==> config.mk <==
export PLATFORM = sky130hd
export DESIGN_NAME = uart_rx_ext
export DESIGN_NICKNAME = d
export VERILOG_FILES = /design/src/rtl/uart_pkg.sv /design/src/rtl/uart_rx_sampler.sv /design/src/rtl/uart_rx_ext.sv
export SDC_FILE = /design/constraint.sdc
export NUM_CORES = 1
export LEC_CHECK = 0
export BUFFER_PORTS_ARGS = -buffer_cell sky130_fd_sc_hd__buf_2
export CAP_MARGIN = 20
export CORE_MARGIN = 2
export CORE_UTILIZATION = 25
export CTS_CLUSTER_DIAMETER = 30
export CTS_CLUSTER_SIZE = 16
export DETAILED_ROUTE_END_ITERATION = 10
export SLEW_MARGIN = 20
export SYNTH_ARGS = -nofsm -noshare
export SYNTH_HDL_FRONTEND = slang
export SYNTH_SLANG_ARGS = --single-unit
==> constraint.sdc <==
create_clock -name i_clock -period 2 [get_ports i_clock]
set_clock_uncertainty 0.05 [all_clocks]
set_input_delay 0.3 -clock i_clock [delete_from_list [all_inputs] [get_ports i_clock]]
set_output_delay 0.3 -clock i_clock [all_outputs]
set_load 0.02 [all_outputs]
==> src/rtl/uart_pkg.sv <==
// Shared definitions for the extended UART receiver: FSM encoding, parity modes
// and the 3-sample majority vote.
package uart_pkg;

  typedef enum logic [2:0] {
    ST_IDLE     = 3'd0,
    ST_START    = 3'd1,
    ST_DATA     = 3'd2,
    ST_PARITY   = 3'd3,
    ST_STOP     = 3'd4,
    ST_DONE     = 3'd5,
    ST_BRK_WAIT = 3'd6
  } state_t;

  localparam int PAR_NONE = 0;
  localparam int PAR_ODD  = 1;
  localparam int PAR_EVEN = 2;

  function automatic logic maj3(input logic a, input logic b, input logic c);
    return (a & b) | (a & c) | (b & c);
  endfunction

endpackage

==> src/rtl/uart_rx_sampler.sv <==
// Serial-line synchroniser and 3-sample majority voter around the bit centre.
// The third vote is taken live, so bit_val is valid in the bit_strobe cycle.
module uart_rx_sampler
  import uart_pkg::*;
#(
  parameter int CNT_W = 7,
  parameter int HALF  = 43
) (
  input  logic             clk,
  input  logic             rst,
  input  logic             rx_serial,
  input  logic [CNT_W-1:0] cnt,
  output logic             rx_s,
  output logic             bit_val,
  output logic             bit_strobe
);

  localparam logic [CNT_W-1:0] CNT_A = CNT_W'(HALF - 1);
  localparam logic [CNT_W-1:0] CNT_B = CNT_W'(HALF);
  localparam logic [CNT_W-1:0] CNT_C = CNT_W'(HALF + 1);

  logic rx_p0;
  logic rx_p1;
  logic smp_a;
  logic smp_b;

  // stage p0/p1: two-flop synchroniser, idles high so reset never looks like a start bit
  always_ff @(posedge clk) begin
    if (rst) begin
      rx_p0 <= 1'b1;
      rx_p1 <= 1'b1;
    end else begin
      rx_p0 <= rx_serial;
      rx_p1 <= rx_p0;
    end
  end

  always_ff @(posedge clk) begin
    if (cnt == CNT_A) smp_a <= rx_p1;
    if (cnt == CNT_B) smp_b <= rx_p1;
  end

  assign rx_s       = rx_p1;
  assign bit_strobe = (cnt == CNT_C);
  assign bit_val    = maj3(smp_a, smp_b, rx_p1);

endmodule

==> src/rtl/uart_rx_ext.sv <==
// Parametrised UART receiver: configurable data bits, parity and stop bits,
// with parity/framing/break flags and a valid/ready output register.
module uart_rx_ext
  import uart_pkg::*;
#(
  parameter int CLKS_PER_BIT = 87,
  parameter int DATA_BITS    = 8,
  parameter int PARITY       = 0,
  parameter int STOP_BITS    = 1
) (
  input  logic                 i_clock,
  input  logic                 i_reset,
  input  logic                 i_Rx_serial,
  input  logic                 i_Rx_ready,
  output logic                 o_Rx_DV,
  output logic [DATA_BITS-1:0] o_Rx_byte,
  output logic                 o_parity_err,
  output logic                 o_frame_err,
  output logic                 o_break,
  output logic                 o_overrun
);

  localparam int CNT_W = $clog2(CLKS_PER_BIT);
  localparam int HALF  = (CLKS_PER_BIT - 1) / 2;
  localparam int IDX_W = $clog2(DATA_BITS);
  localparam logic [CNT_W-1:0] CNT_LAST  = CNT_W'(CLKS_PER_BIT - 1);
  localparam logic [IDX_W-1:0] IDX_LAST  = IDX_W'(DATA_BITS - 1);
  localparam logic             STOP_LAST = 1'(STOP_BITS - 1);
  localparam logic             ODD_FLIP  = (PARITY == PAR_ODD);

  state_t               state, state_nxt;
  logic [CNT_W-1:0]     cnt, cnt_nxt;
  logic [IDX_W-1:0]     idx, idx_nxt;
  logic                 stop_idx, stop_idx_nxt;
  logic                 ferr_acc, ferr_acc_nxt;
  logic                 brk_hold;
  logic                 rx_s;
  logic                 bit_val;
  logic                 bit_strobe;
  logic                 wrap;
  logic                 shift_en;
  logic                 par_cap;
  logic                 done_load;
  logic [DATA_BITS-1:0] shreg;
  logic                 par_bit;
  logic                 fin_ferr;
  logic                 fin_perr;
  logic                 fin_brk;

  uart_rx_sampler #(
    .CNT_W (CNT_W),
    .HALF  (HALF)
  ) u_sampler (
    .clk        (i_clock),
    .rst        (i_reset),
    .rx_serial  (i_Rx_serial),
    .cnt        (cnt),
    .rx_s       (rx_s),
    .bit_val    (bit_val),
    .bit_strobe (bit_strobe)
  );

  assign wrap = (cnt == CNT_LAST);

  always_comb begin
    state_nxt    = state;
    cnt_nxt      = wrap ? '0 : cnt + CNT_W'(1);
    idx_nxt      = idx;
    stop_idx_nxt = stop_idx;
    ferr_acc_nxt = ferr_acc;
    shift_en     = 1'b0;
    par_cap      = 1'b0;
    done_load    = 1'b0;
    case (state)
      ST_IDLE: begin
        cnt_nxt      = '0;
        idx_nxt      = '0;
        stop_idx_nxt = 1'b0;
        ferr_acc_nxt = 1'b0;
        if (!rx_s) state_nxt = ST_START;
      end
      ST_START: begin
        if (bit_strobe && bit_val) begin
          state_nxt = ST_IDLE;
          cnt_nxt   = '0;
        end else if (wrap) begin
          state_nxt = ST_DATA;
        end
      end
      ST_DATA: begin
        shift_en = bit_strobe;
        if (wrap) begin
          if (idx == IDX_LAST) state_nxt = (PARITY != PAR_NONE) ? ST_PARITY : ST_STOP;
          else                 idx_nxt   = idx + IDX_W'(1);
        end
      end
      ST_PARITY: begin
        par_cap = bit_strobe;
        if (wrap) state_nxt = ST_STOP;
      end
      ST_STOP: begin
        if (bit_strobe && !bit_val) ferr_acc_nxt = 1'b1;
        // Leave on the final decision rather than the wrap so a fast sender is never missed.
        if (bit_strobe && (stop_idx == STOP_LAST)) begin
          state_nxt = ST_DONE;
          cnt_nxt   = '0;
          done_load = 1'b1;
        end else if (wrap) begin
          stop_idx_nxt = 1'b1;
        end
      end
      ST_DONE: begin
        cnt_nxt   = '0;
        state_nxt = brk_hold ? ST_BRK_WAIT : ST_IDLE;
      end
      ST_BRK_WAIT: begin
        cnt_nxt = '0;
        if (rx_s) state_nxt = ST_IDLE;
      end
      default: begin
        state_nxt = ST_IDLE;
        cnt_nxt   = '0;
      end
    endcase
  end

  always_ff @(posedge i_clock) begin
    if (i_reset) begin
      state    <= ST_IDLE;
      cnt      <= '0;
      idx      <= '0;
      stop_idx <= 1'b0;
      ferr_acc <= 1'b0;
      brk_hold <= 1'b0;
    end else begin
      state    <= state_nxt;
      cnt      <= cnt_nxt;
      idx      <= idx_nxt;
      stop_idx <= stop_idx_nxt;
      ferr_acc <= ferr_acc_nxt;
      if (done_load) brk_hold <= fin_brk;
    end
  end

  always_ff @(posedge i_clock) begin
    if (shift_en) shreg <= {bit_val, shreg[DATA_BITS-1:1]};
    if (par_cap)  par_bit <= bit_val;
  end

  // Frame verdict including the stop decision being made this cycle.
  assign fin_ferr = ferr_acc | ~bit_val;
  assign fin_perr = (PARITY != PAR_NONE) && (par_bit != ((^shreg) ^ ODD_FLIP));
  assign fin_brk  = (shreg == '0) && ((PARITY == PAR_NONE) || !par_bit) && fin_ferr;

  // stage p0: output register, loaded in the cycle the frame completes
  always_ff @(posedge i_clock) begin
    if (i_reset) begin
      o_Rx_DV      <= 1'b0;
      o_Rx_byte    <= '0;
      o_parity_err <= 1'b0;
      o_frame_err  <= 1'b0;
      o_break      <= 1'b0;
      o_overrun    <= 1'b0;
    end else begin
      o_overrun <= 1'b0;
      if (done_load) begin
        if (!o_Rx_DV || i_Rx_ready) begin
          o_Rx_DV      <= 1'b1;
          o_Rx_byte    <= shreg;
          o_parity_err <= fin_perr;
          o_frame_err  <= fin_ferr;
          o_break      <= fin_brk;
        end else begin
          o_overrun <= 1'b1;
        end
      end else if (o_Rx_DV && i_Rx_ready) begin
        o_Rx_DV <= 1'b0;
      end
    end
  end

endmodule

Yosys cells after proc, flatten, opt, wreduce, memory -nomap -nowiden. Index checks and enable logic that the tools add are counted.

Register bits: 40. Input bits: 4. Word-level logic and storage cells: 100.

Add/subtract/negate cells: 2. Equality and inequality tests: 23. Mux-type cells: 29. Bitwise operators: 9. Reduce and logical (&&, ||, !) cells: 21.

Operators by type and width (number): two-way mux 3 bit (11); equality test 7 x 6 -> 1 bit (second input constant) (3); two-way mux 7 bit (3); case mux 3 bit (7 select lines) (1); case mux 7 bit (3 select lines) (1); != test 2 bit (second input constant) (9); equality test 3 bit (second input constant) (4); two-way mux 1 bit (10); logical NOT 8 bit (1); adder 7 x 1 -> 7 bit (second input constant) (1); equality test 7 bit (second input constant) (1); AND reduction 7 bit (1); equality test 3 x 2 -> 1 bit (second input constant) (2); case mux 3 bit (2 select lines) (1); AND reduction 2 bit (3); AND reduction 3 bit (2); nonzero test 2 bit (3); logical AND 1 bit (5); != test 2 x 1 -> 1 bit (second input constant) (2); case mux 1 bit (2 select lines) (2); OR reduction 2 bit (2); adder 3 x 1 -> 3 bit (second input constant) (1); bitwise AND 1 bit (3); equality test 3 x 1 -> 1 bit (second input constant) (1); other kinds (6) (11).

Logic depth before layout (Yosys ltp). Gate-level depths: netlist of the first run.

Depth after elaboration: 7. Mapped depth: 7.

By module. Synthesis of the first run repeated with hierarchy kept, for this count alone.

Cell total of the unflattened synthesis: 160. Area, all modules: 1740.4 sq um.

Modules (own cells, without submodules): uart_rx_ext (times used 1, cells each 149, area an instance 1547.7 sq um); uart_rx_sampler (times used 1, cells each 11, area an instance 192.7 sq um).

Least setup slack after synthesis of the first run. OpenSTA, ideal clock, no wires.

Path type: register to register. Start point: register cnt[4]. End point: register shreg[0], enable pin. Data arrival time: 1.453 ns. Data required time: 1.567 ns. Path slack: 0.114 ns. Stages on the path, launching flop included: 4. Buffers on the path: 0. Clock period less this slack: 1.886 ns. Cell sequence: dfxtp_1 -> and4bb_4 -> nand3_1 -> nor3_1.

Cells in the longest elaborated chain, start to end: 2.

Ends and longest elaborated chain: from (decl) (RTL line uart_rx_ext.sv:32) `logic [CNT_W-1:0] cnt, cnt_nxt;`; from (signal assigned) (RTL line uart_rx_ext.sv:137) `cnt <= cnt_nxt;`; equality test 7 x 6 -> 1 bit (RTL line uart_rx_sampler.sv:44) `assign bit_strobe = (cnt == CNT_C);`; two-way mux 1 bit (RTL line uart_rx_ext.sv:74) `case (state)`; named net shift_en (RTL line uart_rx_ext.sv:41) `logic shift_en;`; to (signal assigned) (RTL line uart_rx_ext.sv:146) `if (shift_en) shreg <= {bit_val, shreg[DATA_BITS-1:1]};`; to (decl) (RTL line uart_rx_ext.sv:44) `logic [DATA_BITS-1:0] shreg;`.

The timed path passes the listed nets, and every way through them passes these cells. A chain may end at the register's enable or synchronous reset.

Worst setup path in the final report of the first run.
Start point: register cnt[0]. End point: register o_frame_err.

Cells in the longest elaborated chain, start to end: 5.

Ends and longest elaborated chain: equality test 7 x 6 -> 1 bit (RTL line uart_rx_sampler.sv:44); logical AND 1 bit (RTL line uart_rx_ext.sv:104) `if (bit_strobe && (stop_idx == STOP_LAST)) begin`; two-way mux 1 bit (RTL line uart_rx_ext.sv:104); two-way mux 1 bit (RTL line uart_rx_ext.sv:74); AND reduction 2 bit (no line); to (signal assigned) (RTL line uart_rx_ext.sv:171) `o_frame_err <= fin_ferr;`; to (decl) (RTL line uart_rx_ext.sv:18) `output logic o_frame_err,`.

Every way passes these cells.

==> results of run 1 <==
-- kinds of logic after synthesis --
family | share of synthesized area [%]
xor+xnor | 2.438
fa+ha+maj | 4.109
mux | 6.128
compound gates | 11.28
other cells | 0.2087
flops | 50.14
buf+inv | 4.526
simple gates | 21.17
-- cell usage in the layout (no fill, tap or decap), types with 2 or more instances in the layout --
cell type	n
nor3_1	5
buf_2	15
o21a_1	2
nor4_1	8
clkbuf_8	5
xnor2_1	3
a31oi_1	3
nand3_1	5
nor2_1	20
or2_2	3
a211oi_1	2
xor2_1	2
nand2_1	6
buf_4	4
edfxtp_1	10
a311oi_2	2
nand2b_1	7
inv_1	5
nor3b_1	2
and2_1	2
dfxtp_1	30
mux2i_1	11
a21oi_1	4
ha_1	5
-- path summary, 6_finish.rpt --
path / startpoint / endpoint / slack, ns / cells past startpoint
min: i_Rx_serial / u_sampler.rx_p0 / 0.15 / 2
max: cnt[0] / o_frame_err / 0.22 / 7
min reg2reg: u_sampler.rx_p0 / u_sampler.rx_s / 0.37 / 1
max reg2reg: cnt[0] / o_frame_err / 0.22 / 7
-- worst max-delay path, delay by kind of cell (launching register included) --
family | cells | cell delay (ns)
buffers and inverters | 2 | 0.30
DFF | 1 | 0.34
muxes | 1 | 0.23
adders and majority gates | 1 | 0.23
and+or+nand+nor | 3 | 0.49
-- metal layers --
layer / track usage [%] / wire [um] / vias to the layer above
met5: 0 / 0 / -
met4: 2.893 / 19 / 0
met1: 11.56 / 1569 / 587
met3: 2.892 / 167 / 2
li1: - / - / 629
met2: 14.45 / 1502 / 26
-- cell type report --
type                       count  area (um^2)
multi-input combinational    112        814.5
clock buffer                   5        68.82
timing repair buffer          19        105.1
fill                         736         4798
tap                           96        120.1
inverter                       5        18.77
clock inverter                 3        42.54
sequential                    40        900.9
-- power by group through the flow --
stage               logic (uW)  registers (uW)  clock network, uW
finish                     115             851                641
global route               129             852                702
CTS                        116             850                666
detailed placement         115             869                  0
global placement           114             869                  0
floorplan                  111             859                  0
-- metrics by stage --
| step | setup WS (ns) | power (uW) | std cells | cell area, um^2 | utilization (%) |
|---|---|---|---|---|---|
| after floorplan | 0.1139 | 970.0 | 167 | 1797 | - |
| after global placement | 0.2971 | 982.3 | 272 | 1959 | 28.52 |
| final | 0.2184 | 1606 | 280 | 2071 | 30.15 |
| after CTS | 0.2252 | 1632 | 280 | 2071 | 30.15 |
| after global routing | 0.05334 | 1683 | 280 | 2071 | 30.15 |
| after detailed placement | 0.2504 | 984.2 | 272 | 1959 | 28.52 |
-- flip-flops by register name (all words and copies together), names as in the netlist, 3 cells and up --
register and cells:
cnt 7, state 3, idx 3, o_Rx_byte 8
shreg 8
==> impl_metrics.ini, run 1 <==
[cts]
cts_buffers = 5
cts_resized = 0
cts_setup_buffers = 0
clk_pin_slew_ns = 0.07
cts_tree = yes
clock_latency_ns = 0.29
cts_root_buf = clkbuf_8
htreeDepth = 2
cts.sinks = 40
clock_path_buffers = 2
hold_buffers = 0

[sta]
max_freq_mhz = 561.3
worstMarginPinSlew_ns = 0.6090
finalCritPeriodShare_pct = 89.08
rsz0062_at_grt = no
holdWs_ns = 0.1524
min_period_ns = 1.782
fin_tns_setup_ns = 0
setup_violations = 0
hold_viol = 0
report.final.slew_viol_count = 0
maxSlewHeadroom_pct = 59.40

[run]
cap_viol_max_count = 0

[placed_design]
io_buffers = 15
gp_congestion = 0.8075
dp_hpwl_mm = 2.285

[pwr]
p_per_area_mw_per_mm2 = 775.6
leakage_uw = 0.0007403
intPower_uw = 1250
p_comb_share_pct = 7.2
power_frac_clock_pct = 39.9
ir_drop_mv = 0.2315
p_seq_share_pct = 53.0
power.switching_uw = 355.6
swShare_pct = 22.14

[yosys]
synth_warnings = 0
synth.area.top_cells = dfxtp_1 33%, edfxtp_1 17%, mux2i_1 6.1%
syn_area_per_cell_um2 = 10.76
async_reset_ff_share_pct = 0
syn_inst = 167
ys_types = 46
synthMostInstantiatedCell = dfxtp_1
syn_area_mm2 = 0.001797
synth-seq-cells = 40
synth_edf_count = 10
ys.flop_type = dfxtp_1
synth_common_cells = 30 x dfxtp_1, 20 x nor2_1, 11 x mux2i_1
synth_top_area_share_pct = 33.43
yosysTopAreaCell = dfxtp_1
seq_area_frac_synth_pct = 50.14
synth_nets = 176

[critical_path]
startpoint_type = flip-flop
crit_path_end_kind = flip-flop
path_class = flip-flop to flip-flop
cp_max_fo = 10
path_cells = inv_1, ha_1, and3b_1, and4_1, buf_4, mux2i_1, nor2_1
cp.required_ns = 2.10
slowest_stage = dfxtp_1
crit_path_max_incr_delay_ns = 0.34
cp_data_arrival_time_ns = 1.88

[floorplanning]
die_height_um = 88.78
core-area_mm2 = 0.006869
start_util_pct = 26.16
fp.dieW_um = 88.78
die_area_mm2 = 0.007881
num_io_pins = 17
rows = 30

[routing]
via_per_inst = 4.443
firstDrtPassIters = 4
drc = 0
vias = 1244
routedWlPerCell_um = 11.64
wl_mm = 3.258
ant_nets = 0
drtIter0Drc = 73

[cells_and_area]
layout.nets = 192
drive_gt1_share_pct = 21.20
n_antenna_cell = 0
area_growth_pct = 15.25

[grt]
grt_pass1_wl_mm = 5.457
grt_start_max_net_pins = 33
first_global_vias = 1131
track_usage_pct = 9.031
grt_overflow = 0
antenna_found_initial = 0

[run_status]
status = finished clean

[min_path]
min_path_type = input port to flip-flop
Power figures use the tool's default switching activity.
==> run 2: changes to the inputs <==
--- a/config.mk
+++ b/config.mk
@@ -8,4 +8,5 @@
 export BUFFER_PORTS_ARGS = -buffer_cell sky130_fd_sc_hd__buf_2
 export CAP_MARGIN = 20
+export CORE_ASPECT_RATIO = 0.7
 export CORE_MARGIN = 2
 export CORE_UTILIZATION = 25
@@ -13,5 +14,4 @@
 export CTS_CLUSTER_SIZE = 16
 export DETAILED_ROUTE_END_ITERATION = 10
-export SLEW_MARGIN = 20
 export SYNTH_ARGS = -nofsm -noshare
 export SYNTH_HDL_FRONTEND = slang
--- a/constraint.sdc
+++ b/constraint.sdc
@@ -3,3 +3,3 @@
 set_input_delay 0.3 -clock i_clock [delete_from_list [all_inputs] [get_ports i_clock]]
 set_output_delay 0.3 -clock i_clock [all_outputs]
-set_load 0.02 [all_outputs]
+set_load 0.01 [all_outputs]
==> impl_metrics.ini, run 2 (same netlist as run 1, synthesis figures left out) <==
[grt]
track_usage_pct = 10.01
first_global_vias = 1252
grt_pass1_wl_mm = 6.141
grt_overflow = 0
grt_start_max_net_pins = 33
antenna_found_initial = 0

[cts]
clock_latency_ns = 0.29
cts.sinks = 40
cts_setup_buffers = 0
clock_path_buffers = 2
cts_buffers = 5
cts_root_buf = clkbuf_8
cts_resized = 0
clk_pin_slew_ns = 0.08
hold_buffers = 0
htreeDepth = 2
cts_tree = yes

[sta]
worstMarginPinSlew_ns = 0.6252
report.final.slew_viol_count = 0
rsz0062_at_grt = no
min_period_ns = 1.795
maxSlewHeadroom_pct = 58.32
max_freq_mhz = 557.2
fin_ws_ns = 0.2053
setup_violations = 0
hold_viol = 0
fin_tns_setup_ns = 0
finalCritPeriodShare_pct = 89.74

[floorplanning]
die_height_um = 74.93
rows = 25
num_io_pins = 17
start_util_pct = 26.23
core-area_mm2 = 0.006850
die_area_mm2 = 0.007892
fp.dieW_um = 105.3

[pwr]
p_per_area_mw_per_mm2 = 787.1
leakage_uw = 0.0007503
ir_drop_mv = 0.3932

[min_path]
hp-start = i_Rx_serial
hold-path-cell-count = 2
min_path_type = input port to flip-flop
whs_endpoint = u_sampler.rx_p0

[cells_and_area]
final_common_cell = dfxtp_1
layout_common_cells = 30 x dfxtp_1, 20 x nor2_1, 15 x buf_2
top_regs = o_Rx_byte: 8 flops, shreg: 8 flops, cnt: 7 flops
drive_gt1_share_pct = 23.12
fill_cells = 717
regArea_um2 = 900.9
n_antenna_cell = 0
area_growth_pct = 16.50
multi_input_area_um2 = 820.8
layout.nets = 194

[routing]
drtIter0Drc = 71
via_per_inst = 4.446
wl_mm = 3.470
vias = 1245
routedWlPerCell_um = 12.39
ant_nets = 0
drc = 0
firstDrtPassIters = 4

[run]
cap_viol_max_count = 0

[critical_path]
rrSetupSlack_ns = 0.21
reg2reg_depth = 6
crit_path_max_incr_delay_ns = 0.38
worstReg2RegStart = cnt[0]
critical-path-top-delay-family = simple AND/OR/NAND/NOR gates
crit_path_end_kind = flip-flop
cp.required_ns = 2.14
startpoint_type = flip-flop
cp_num_buf_inv = 1
path_class = flip-flop to flip-flop
path_cells = inv_1, ha_1, and3b_1, a21oi_1, o22ai_4, nor4_2
cp_max_fo = 7
slowest_stage = dfxtp_1
cp_data_arrival_time_ns = 1.93
worstReg2RegEnd = cnt[5]

[placed_design]
gp_congestion = 0.7717
detailedPlace.worstSlack_ns = 0.1835
io_buffers = 15
dp_hpwl_mm = 2.486

[run_status]
status = finished clean
==> run 2: cell types whose count changed in the layout (fill, tap and decap cells not counted) <==
cell	previous run	this run
clkinv_1	1	0
nor4_2	0	1
nor4_1	8	7
inv_6	0	1
clkinv_4	1	0
clkinvlp_4	0	1
buf_4	4	6
==> run 2: layer usage <==
metal | GRT usage (%) | up-vias | part of all wire [%]
met1 | 14.14 | 588 | 57
met5 | 0 | - | 0
met2 | 14.62 | 24 | 38
met4 | 2.370 | 0 | 0.32
li1 | - | 631 | -
met3 | 3.636 | 2 | 4.5
==> run 2: area by class of cell <==
| cell class | instances | share of cell area, % |
|---|---|---|
| Multi-Input combinational cell | 112 | 39.21 |
| Tap cell | 94 | 5.619 |
| Clock buffer | 5 | 3.288 |
| Timing Repair Buffer | 21 | 5.738 |
| Clock inverter | 3 | 2.212 |
| Inverter | 5 | 0.8966 |
| Sequential cell | 40 | 43.04 |
==> run 2: how the worst max path moves through the flow <==
| stage | start | end | slack, ns | cells past startpoint |
|---|---|---|---|---|
| 2_1_floorplan | cnt[4] | shreg[0] | 0.11 | 3 |
| 3_3_place_gp | cnt[0] | cnt[5] | 0.27 | 6 |
| 3_5_place_dp | cnt[0] | cnt[5] | 0.18 | 6 |
| 4_1_cts | cnt[0] | cnt[5] | 0.16 | 6 |
| 5_1_grt | cnt[0] | cnt[6] | 0.03 | 6 |
| 6_report | cnt[0] | cnt[5] | 0.21 | 6 |
==> run 2: power by group <==
group	internal (uW)	total (uW)	switching, uW
clock network	376	676	300
registers	834	845	10.8
logic	49.9	126	76.5
==> run 2: metrics by stage <==
stage / util (%) / area, um^2 / instances / total power [uW] / hold slack, ns
3_5_place_dp: 28.79 / 1972 / 272 / 988.0 / 0.3432
3_3_place_gp: 28.79 / 1972 / 272 / 986.6 / 0.3437
2_1_floorplan: - / 1797 / 167 / 969.1 / 0.3395
6_report: 30.56 / 2093 / 280 / 1648 / 0.1401
4_1_cts: 30.47 / 2087 / 280 / 1674 / 0.1291
5_1_grt: 30.56 / 2093 / 280 / 1733 / 0.1311
==> run 2: worst register-to-register path, stage by stage (launching register included) <==
cell	delay, ns
dfxtp_1	0.38
inv_1	0.07
ha_1	0.25
and3b_1	0.24
a21oi_1	0.25
o22ai_4	0.15
nor4_2	0.30
